### src/rtl/acc_cpu_core.sv
// acc_cpu_core: parametrised accumulator CPU core.
// It integrates the control FSM, accumulator/flags, ALU, program/data memory,
// I/O registers and the boot-loader port.
// Each instruction is two words, [opcode][operand], and runs in 3 cycles:
// FETCH_OP, FETCH_OPND, EXEC.
//
// Ports:
//   clk_i              rising-edge clock
//   reset_i            synchronous reset, active-low
//   in_pins_i          IO_CHANNELS input channels, ch k = [k*DATA_WIDTH +: DATA_WIDTH]
//   out_pins_o         IO_CHANNELS registered output channels, same packing
//   bl_programm_i      boot-loader mode (core parked while high)
//   bl_data_i          boot-loader write data
//   bl_address_i       boot-loader write address
//   bl_write_en_mem_i  boot-loader memory write strobe
//   halted_o           high while halted
//   carry_o / zero_o   carry and zero flags
//   pc_o               program counter (debug)
//
// Optional feature: define CPU_SINGLE_STEP_EN to add the step_mode_i and step_i
// ports. With step_mode_i=1, a new instruction is fetched only in cycles where
// step_i=1.
module acc_cpu_core #(
  parameter int unsigned DATA_WIDTH  = 4,
  parameter int unsigned ADDR_WIDTH  = 4,
  parameter int unsigned IO_CHANNELS = 2
) (
  input  logic                              clk_i,
  input  logic                              reset_i,
  input  logic [IO_CHANNELS*DATA_WIDTH-1:0] in_pins_i,
  output logic [IO_CHANNELS*DATA_WIDTH-1:0] out_pins_o,
  input  logic                              bl_programm_i,
  input  logic [DATA_WIDTH-1:0]             bl_data_i,
  input  logic [ADDR_WIDTH-1:0]             bl_address_i,
  input  logic                              bl_write_en_mem_i,
  output logic                              halted_o,
  output logic                              carry_o,
  output logic                              zero_o,
  output logic [ADDR_WIDTH-1:0]             pc_o
`ifdef CPU_SINGLE_STEP_EN
  ,
  input  logic                              step_mode_i,
  input  logic                              step_i
`endif
);

  typedef enum logic [2:0] {
    S_FETCH_OP,
    S_FETCH_OPND,
    S_EXEC,
    S_HALT,
    S_PROG
  } state_t;

  typedef enum logic [3:0] {
    OP_NOP  = 4'h0, OP_LDI = 4'h1, OP_LDA = 4'h2, OP_STA = 4'h3,
    OP_ADD  = 4'h4, OP_SUB = 4'h5, OP_AND = 4'h6, OP_OR  = 4'h7,
    OP_XOR  = 4'h8, OP_IN  = 4'h9, OP_OUT = 4'hA, OP_JMP = 4'hB,
    OP_JC   = 4'hC, OP_JZ  = 4'hD, OP_ADDI = 4'hE, OP_HLT = 4'hF
  } opcode_t;

  logic [DATA_WIDTH-1:0] mem [2**ADDR_WIDTH];

  state_t                state;
  state_t                state_next;
  logic [ADDR_WIDTH-1:0] pc;
  logic [DATA_WIDTH-1:0] a;
  logic [DATA_WIDTH-1:0] ir;
  logic [DATA_WIDTH-1:0] opnd;
  logic                  c;
  logic                  z;

  opcode_t               op;
  logic [ADDR_WIDTH-1:0] addr;
  logic [DATA_WIDTH-1:0] m;
  logic                  step_ok;

  assign op   = opcode_t'(ir[3:0]);
  assign addr = opnd[ADDR_WIDTH-1:0];
  assign m    = mem[addr];

`ifdef CPU_SINGLE_STEP_EN
  assign step_ok = !step_mode_i || step_i;
`else
  assign step_ok = 1'b1;
`endif

  assign pc_o     = pc;
  assign halted_o = (state == S_HALT);
  assign carry_o  = c;
  assign zero_o   = z;

  // Channel selection. Indices at or beyond IO_CHANNELS are flagged invalid.
  logic [DATA_WIDTH-1:0] in_sel;
  logic                  ch_valid;

  always_comb begin
    in_sel   = '0;
    ch_valid = 1'b0;
    for (int unsigned k = 0; k < IO_CHANNELS; k++) begin
      if (32'(opnd) == k) begin
        ch_valid = 1'b1;
        in_sel   = in_pins_i[k*DATA_WIDTH +: DATA_WIDTH];
      end
    end
  end

  // ALU and execute decode.
  logic [DATA_WIDTH:0]   sum_m;
  logic [DATA_WIDTH:0]   sum_i;
  logic [DATA_WIDTH:0]   diff;
  logic [DATA_WIDTH-1:0] a_next;
  logic                  c_next;
  logic                  z_next;
  logic                  wr_a;
  logic                  jump;
  logic                  st_we;
  logic                  out_we;

  assign sum_m = {1'b0, a} + {1'b0, m};
  assign sum_i = {1'b0, a} + {1'b0, opnd};
  // The top bit of the widened difference is the borrow (set when A < M).
  assign diff  = {1'b0, a} - {1'b0, m};

  always_comb begin
    a_next = a;
    c_next = c;
    wr_a   = 1'b0;
    jump   = 1'b0;
    st_we  = 1'b0;
    out_we = 1'b0;
    unique case (op)
      OP_NOP:  ;
      OP_LDI:  begin a_next = opnd; wr_a = 1'b1; end
      OP_LDA:  begin a_next = m; wr_a = 1'b1; end
      OP_STA:  st_we = 1'b1;
      OP_ADD:  begin {c_next, a_next} = sum_m; wr_a = 1'b1; end
      OP_SUB:  begin {c_next, a_next} = diff; wr_a = 1'b1; end
      OP_AND:  begin a_next = a & m; wr_a = 1'b1; end
      OP_OR:   begin a_next = a | m; wr_a = 1'b1; end
      OP_XOR:  begin a_next = a ^ m; wr_a = 1'b1; end
      OP_IN:   begin a_next = ch_valid ? in_sel : '0; wr_a = 1'b1; end
      OP_OUT:  out_we = ch_valid;
      OP_JMP:  jump = 1'b1;
      OP_JC:   jump = c;
      OP_JZ:   jump = z;
      OP_ADDI: begin {c_next, a_next} = sum_i; wr_a = 1'b1; end
      OP_HLT:  ;
    endcase
    z_next = wr_a ? (a_next == '0) : z;
  end

  // Control FSM.
  always_ff @(posedge clk_i) begin
    if (!reset_i) state <= S_FETCH_OP;
    else          state <= state_next;
  end

  always_comb begin
    state_next = state;
    if (bl_programm_i) begin
      state_next = S_PROG;
    end else begin
      unique case (state)
        S_FETCH_OP:   if (step_ok) state_next = S_FETCH_OPND;
        S_FETCH_OPND: state_next = S_EXEC;
        S_EXEC:       state_next = (op == OP_HLT) ? S_HALT : S_FETCH_OP;
        S_HALT:       state_next = S_HALT;
        S_PROG:       state_next = S_FETCH_OP;
        default:      state_next = S_FETCH_OP;
      endcase
    end
  end

  // Datapath registers. The boot loader overrides execution, so an instruction
  // in flight is abandoned and leaves no writes behind.
  always_ff @(posedge clk_i) begin
    if (!reset_i) begin
      pc         <= '0;
      a          <= '0;
      ir         <= '0;
      opnd       <= '0;
      c          <= 1'b0;
      z          <= 1'b0;
      out_pins_o <= '0;
    end else if (bl_programm_i) begin
      pc         <= '0;
      a          <= '0;
      c          <= 1'b0;
      z          <= 1'b0;
      out_pins_o <= '0;
    end else begin
      unique case (state)
        S_FETCH_OP: begin
          if (step_ok) begin
            ir <= mem[pc];
            pc <= pc + ADDR_WIDTH'(1);
          end
        end
        S_FETCH_OPND: begin
          opnd <= mem[pc];
          pc   <= pc + ADDR_WIDTH'(1);
        end
        S_EXEC: begin
          a <= a_next;
          c <= c_next;
          z <= z_next;
          if (jump) pc <= addr;
          if (out_we) begin
            for (int unsigned k = 0; k < IO_CHANNELS; k++) begin
              if (32'(opnd) == k) out_pins_o[k*DATA_WIDTH +: DATA_WIDTH] <= a;
            end
          end
        end
        S_PROG:  pc <= '0;
        S_HALT:  ;
        default: ;
      endcase
    end
  end

  // Memory write port, shared by the boot loader and STA. It is never cleared,
  // and writes are suppressed in reset cycles.
  logic                  mem_we;
  logic [ADDR_WIDTH-1:0] mem_waddr;
  logic [DATA_WIDTH-1:0] mem_wdata;

  always_comb begin
    mem_we    = 1'b0;
    mem_waddr = addr;
    mem_wdata = a;
    if (reset_i) begin
      if (bl_programm_i) begin
        mem_we    = bl_write_en_mem_i;
        mem_waddr = bl_address_i;
        mem_wdata = bl_data_i;
      end else if (state == S_EXEC && st_we) begin
        mem_we = 1'b1;
      end
    end
  end

  always_ff @(posedge clk_i) begin
    if (mem_we) mem[mem_waddr] <= mem_wdata;
  end

endmodule

### config.mk
export PLATFORM = sky130hd
export DESIGN_NAME = acc_cpu_core
export DESIGN_NICKNAME = d
export VERILOG_FILES = /design/src/rtl/acc_cpu_core.sv
export SDC_FILE = /design/constraint.sdc
export NUM_CORES = 1
export LEC_CHECK = 0
export CORE_UTILIZATION = 40
export DETAILED_ROUTE_END_ITERATION = 12
export GPL_TIMING_DRIVEN = 1
export PLACE_DENSITY = 0.66
export SKIP_CTS_REPAIR_TIMING = 1
export SYNTH_ARGS = -nofsm -noshare
export SYNTH_HDL_FRONTEND = slang
export SYNTH_SLANG_ARGS = --single-unit
### constraint.sdc
create_clock -name clk_i -period 4.2 [get_ports clk_i]
set_input_delay 1.05 -clock clk_i [delete_from_list [all_inputs] [get_ports clk_i]]
set_output_delay 1.05 -clock clk_i [all_outputs]
set_load 0.02 [all_outputs]
# Yosys cells after proc, flatten, opt, wreduce, memory -nomap -nowiden
# Memory sizes are Yosys's and may differ from the RTL's. A register that Yosys moved wholly into a read port is not among the register bits.
# Index checks and enable logic that the tools add are counted.
# Widths: inputs -> output; s select.
[word_totals]
output_inout_bits = 15
reg_bits = 29
wordCells = 86
input_bits = 20
mem_bits_rw = 64
mem_count = 1
[classes]
addsub = 4
bitwise_logic = 5
n_eq_ne = 21
muxes = 29
reduce_logical = 16
[mem_list]
columns = ["name", "depth", "width", "read_ports", "rd_clocked_by_memory_dff", "write_ports", "line", "source"]
rows = [
  ["mem", 16, 4, 2, 2, 1, "62", "logic [DATA_WIDTH-1:0] mem [2**ADDR_WIDTH];"],
]
[op_table]
columns = ["cell", "n"]
rows = [
  ["$mux 4", 12],
  ["$pmux 4 s9", 1],
  ["$eq 4x4->1 const B", 8],
  ["$eq 4x3->1 const B", 4],
  ["$pmux 4 s3", 1],
  ["$add 4x4->5", 2],
  ["$mux 1", 10],
  ["$reduce_and 2->1", 5],
  ["$reduce_or 9->1", 1],
  ["$eq 4x1->1 const B", 2],
  ["$eq 4x2->1 const B", 2],
  ["$logic_not 4->1", 2],
  ["$pmux 2 s4", 1],
  ["$eq 3x2->1 const B", 2],
  ["$pmux 1 s3", 2],
  ["$reduce_and 3->1", 2],
  ["$reduce_bool 3->1", 2],
  ["$sub 4x4->5", 1],
  ["$add 4x1->4 const B", 1],
  ["$and 4x4->4", 1],
  ["$or 4x4->4", 1],
  ["$reduce_or 2->1", 2],
  ["$xor 4x4->4", 1],
  ["$eq 3x1->1 const B", 1],
  ["other kinds (7)", 8],
]

# Logic depth before layout (Yosys ltp)
[logic_depth]
ltp_word = 8
ltp_mapped = 17
mapped_depth_nobuf = 15

# Worst setup path after synthesis
# OpenSTA, ideal clock, no wires.
[synth_timing]
kind = "register -> register"
start = "register with a tool-made name"
end = "register z (netlist: zero_o)"
period_less_slack_ns = 3.163
arrival_ns = 3.075
path_buffers = 1
stages_incl_launch_ff = 16
slack_ns = 1.037
setup_time_ns = 0.088
cell_sequence = "dfxtp_1 -> buf_2 -> mux4_2 -> mux2i_1 -> nand2_1 -> o21ai_0 -> inv_1 -> ha_1 -> fa_1 -> nand2b_1 -> a21oi_1 -> o21ai_0 -> a21oi_1 -> or3_4 -> o21ai_2 -> nor4bb_4"
[synth_lines]
columns = ["element", "line", "source"]
rows = [
  ["end signal: assignment", "207", "z <= z_next;"],
  ["end: declaration", "71", "logic z;"],
]

==> impl_metrics.toml <==
[outcome]
run_status = "finished, final reports clean"

[yosys]
yosys_most_used_dff = "edfxtp_1"
async_reset_ff_frac = 0
syn_inst = 506
synth_fp_nets = 546
synth_area_leaders = "edfxtp_1 34%, dfxtp_1 13%, mux4_2 9.4%"
syn_area_sq_mm = 0.00573
syn_area_per_cell_sq_um = 11.3
yosysUniqueCellTypes = 63
synth_edf_count = 64
seq_area_frac_synth = 0.464
yosys.area.top_type_share = 0.335
ys_warn_count = 0
yosysTopAreaCell = "edfxtp_1"
ys_ff_latch = 101

[clock_tree]
clkSinkCount = 101
cts_max_level = 3
clkSlewWorstSetupHoldPaths_ns = 0.08
tritoncts = "done"
numCtsBuffers = 9
insertion_delay_ns = 0.36
cts_buffer_depth = 2
root_buffer = "clkbuf_16"

[placement]
hpwlAfterDp_um = 11600
port_buffers = 34
place_inst = 706
dp_slack_ns = 0.461
place.gp.congestion = 0.996

[sta]
fin_skew_ns = 0.0127
worst_slew_pin_slew_ns = 1.03
hold_viol_final = 0
rsz0062_at_grt = "false"
clock.fmax_mhz = 260
setup_viol = 0
tns_ns = 0
fin_crit_sh = 0.916
drv_slew = 0
finalWorstSetupSlack_ns = 0.351
max_slew_margin = 0.310
post-route-min-period_ns = 3.85

[setup_path]
path_cells = "mux4_1 -> mux2_2 -> o21ai_0 -> inv_1 -> ha_1 -> a2111oi_0 -> a211oi_1 -> o31ai_1 -> xnor2_1 -> a211oi_1 -> nor2_1 -> nor4bb_4"
cp-start-kind = "register"
max_stage_delay_ns = 0.65
cp_num_buf_inv = 1
crit_arrival_ns = 4.12
worst-path-max-fanout = 5
path_common_cell = "a211oi_1"
critPathKind = "reg -> reg"
r2r_slack_ns = 0.35
path_delay_family = "compound AO/OA/AOI/OAI gates"
cp_slowest_cell = "mux4_1"
worstPathRequired_ns = 4.47
r2r_cells = 12
endpoint_kind = "register"
r2r-end = "zero_o"

[power_and_ir_drop]
p_sw_frac = 0.261
total_leakage_power_nw = 2.17
pwr_density_cell_mw_per_mm2 = 327
power.share.sequential = 0.506
pwr-share-comb = 0.110
power.share.clock = 0.384
p_int_mw = 1.59
p_sw_mw = 0.562
p_total_mw = 2.16
ir_drop_uv = 267

[cells_and_area]
antenna_cells = 0
syn2layout_area_growth_pct = 14.9
layout.area.seq_sq_mm = 0.00266
drive_gt1_frac = 0.125
multi_input_area_sq_mm = 0.00285
fillCellCount = 1236
final_cell_mix = "64 x edfxtp_1, 45 x nor2_1, 37 x dfxtp_1, 34 x nand2_1, 34 x clkdlybuf4s50_1"
finalNetCount = 577
final_cells = 722
final_common_cell = "edfxtp_1"

[global_routing]
antenna_found_initial = 0
grt_pass1_vias = 4089
grt_pass1_wl_um = 23700
grt_use_total = 0.220
grt_max_degree = 24
overflow = 0

[min_path]
hp-class = "reg -> reg"
min_path_cells = 2
min-delay-start = "out_pins_o[7]"
worstHoldEndpoint = "out_pins_o[7]"

[floorplanning]
core_sq_mm = 0.0139
die-height_um = 122
io_pins = 35
initial_core_util = 0.412
die_w_um = 122
rows = 43
die-area_sq_mm = 0.0148

[drt]
postRouteWirelength_um = 15600
drt_first_pass_iters = 6
vias = 4301
viasPerCell = 5.96
drt-initial-drc-count = 459
wl_per_cell_um = 21.6
antenna_left = 0
drt_drc_violations_left = 0

[job]
drv_cap = 0
## worst max path at each step
stage	slack (ns)	from	depth (start not counted)	to
3_5_place_dp	0.46	register	12	zero_o
2_1_floorplan	1.04	register	15	zero_o
4_1_cts	0.40	register	12	zero_o
6_report	0.35	register	12	zero_o
5_1_grt	0.18	register	12	zero_o
3_3_place_gp	0.51	register	12	zero_o
## per-layer routing
layer  part of all wire  track usage  vias up
li1                   -            -     1984
met1               0.44        0.293     2132
met2               0.47        0.345      150
met3              0.055       0.0492       35
met4              0.030       0.0941        0
met5                  0            0        -
## power groups by stage
| stage | sequential (mW) | combinational (mW) | clock (mW) |
|---|---|---|---|
| 3_5_place_dp | 1.11 | 0.235 | 0 |
| 3_3_place_gp | 1.11 | 0.233 | 0 |
| 5_1_grt | 1.09 | 0.257 | 0.874 |
| 6_report | 1.09 | 0.238 | 0.827 |
| 2_1_floorplan | 1.09 | 0.180 | 0 |
| 4_1_cts | 1.09 | 0.237 | 0.838 |
## worst register-to-register path, delay by kind of cell (launching register included)
| kind | cells | cell delay, ns |
|---|---|---|
| AO/OA/AOI/OAI | 5 | 1.47 |
| XOR/XNOR | 1 | 0.12 |
| adder cells (fa/ha/maj) | 1 | 0.25 |
| buffers and inverters | 1 | 0.10 |
| flip-flops | 1 | 0.49 |
| multiplexers | 2 | 0.95 |
| AND/OR/NAND/NOR | 2 | 0.40 |
## cells in the mapped netlist (2+ instances only)
master,instances
a2111oi_0,3
a211oi_1,7
a21o_1,6
a21oi_1,24
a221oi_1,2
a22oi_1,3
a31oi_1,8
a32oi_1,2
and2_1,2
and3_1,2
buf_1,3
buf_2,14
clkbuf_1,12
clkbuf_2,2
dfxtp_1,37
edfxtp_1,64
fa_1,3
ha_1,17
inv_1,19
mux2_2,4
mux2i_1,31
mux4_1,4
mux4_2,24
nand2_1,34
nand2b_1,7
nand3_1,14
nand3b_1,6
nand4_1,2
nand4b_1,2
nor2_1,45
nor2b_1,19
nor3_1,13
nor3b_1,9
nor4_1,5
o211ai_1,4
o21ai_0,14
o21ai_1,3
o22ai_1,4
o31ai_1,2
or3_1,2
or4_1,2
xnor2_1,3
xor2_1,3
## area by class of cell
class	count	area share
well taps	180	0.0342
clock inverters	6	0.00912
flip-flops and latches	101	0.404
inverters	19	0.0108
repair buffers	52	0.0741
clock buffers	10	0.0348
multi-input cells	354	0.433
## sequential cells by signal, indices dropped and copies added (netlist names), named ones only
| name | count |
|---|---|
| state | 3 |
| pc_o | 4 |
| mem | 64 |
| zero_o | 1 |
| a | 4 |
| addr | 4 |
| out_pins_o | 8 |
| carry_o | 1 |
| ir | 4 |
## per-stage QoR
step	instance area, sq um	hold slack [ns]	utilization
global placement	6300	0.447	0.452
CTS	6590	0.470	0.473
global route	6590	0.485	0.473
floorplan	5730	0.489	-
detailed placement	6300	0.456	0.452
finish	6590	0.466	0.473
## cell families after synthesis
kind of cell / count (synthesis) / synth area share
xor gates and xnor gates: 6 / 0.00917
buffers and inverters: 51 / 0.0382
adders and majority gates: 20 / 0.0476
muxes: 63 / 0.175
and+or+nand+nor: 170 / 0.157
DFF: 101 / 0.464
AOI/OAI and AO/OA: 95 / 0.109
No activity file was read; power rests on OpenSTA's default activity.
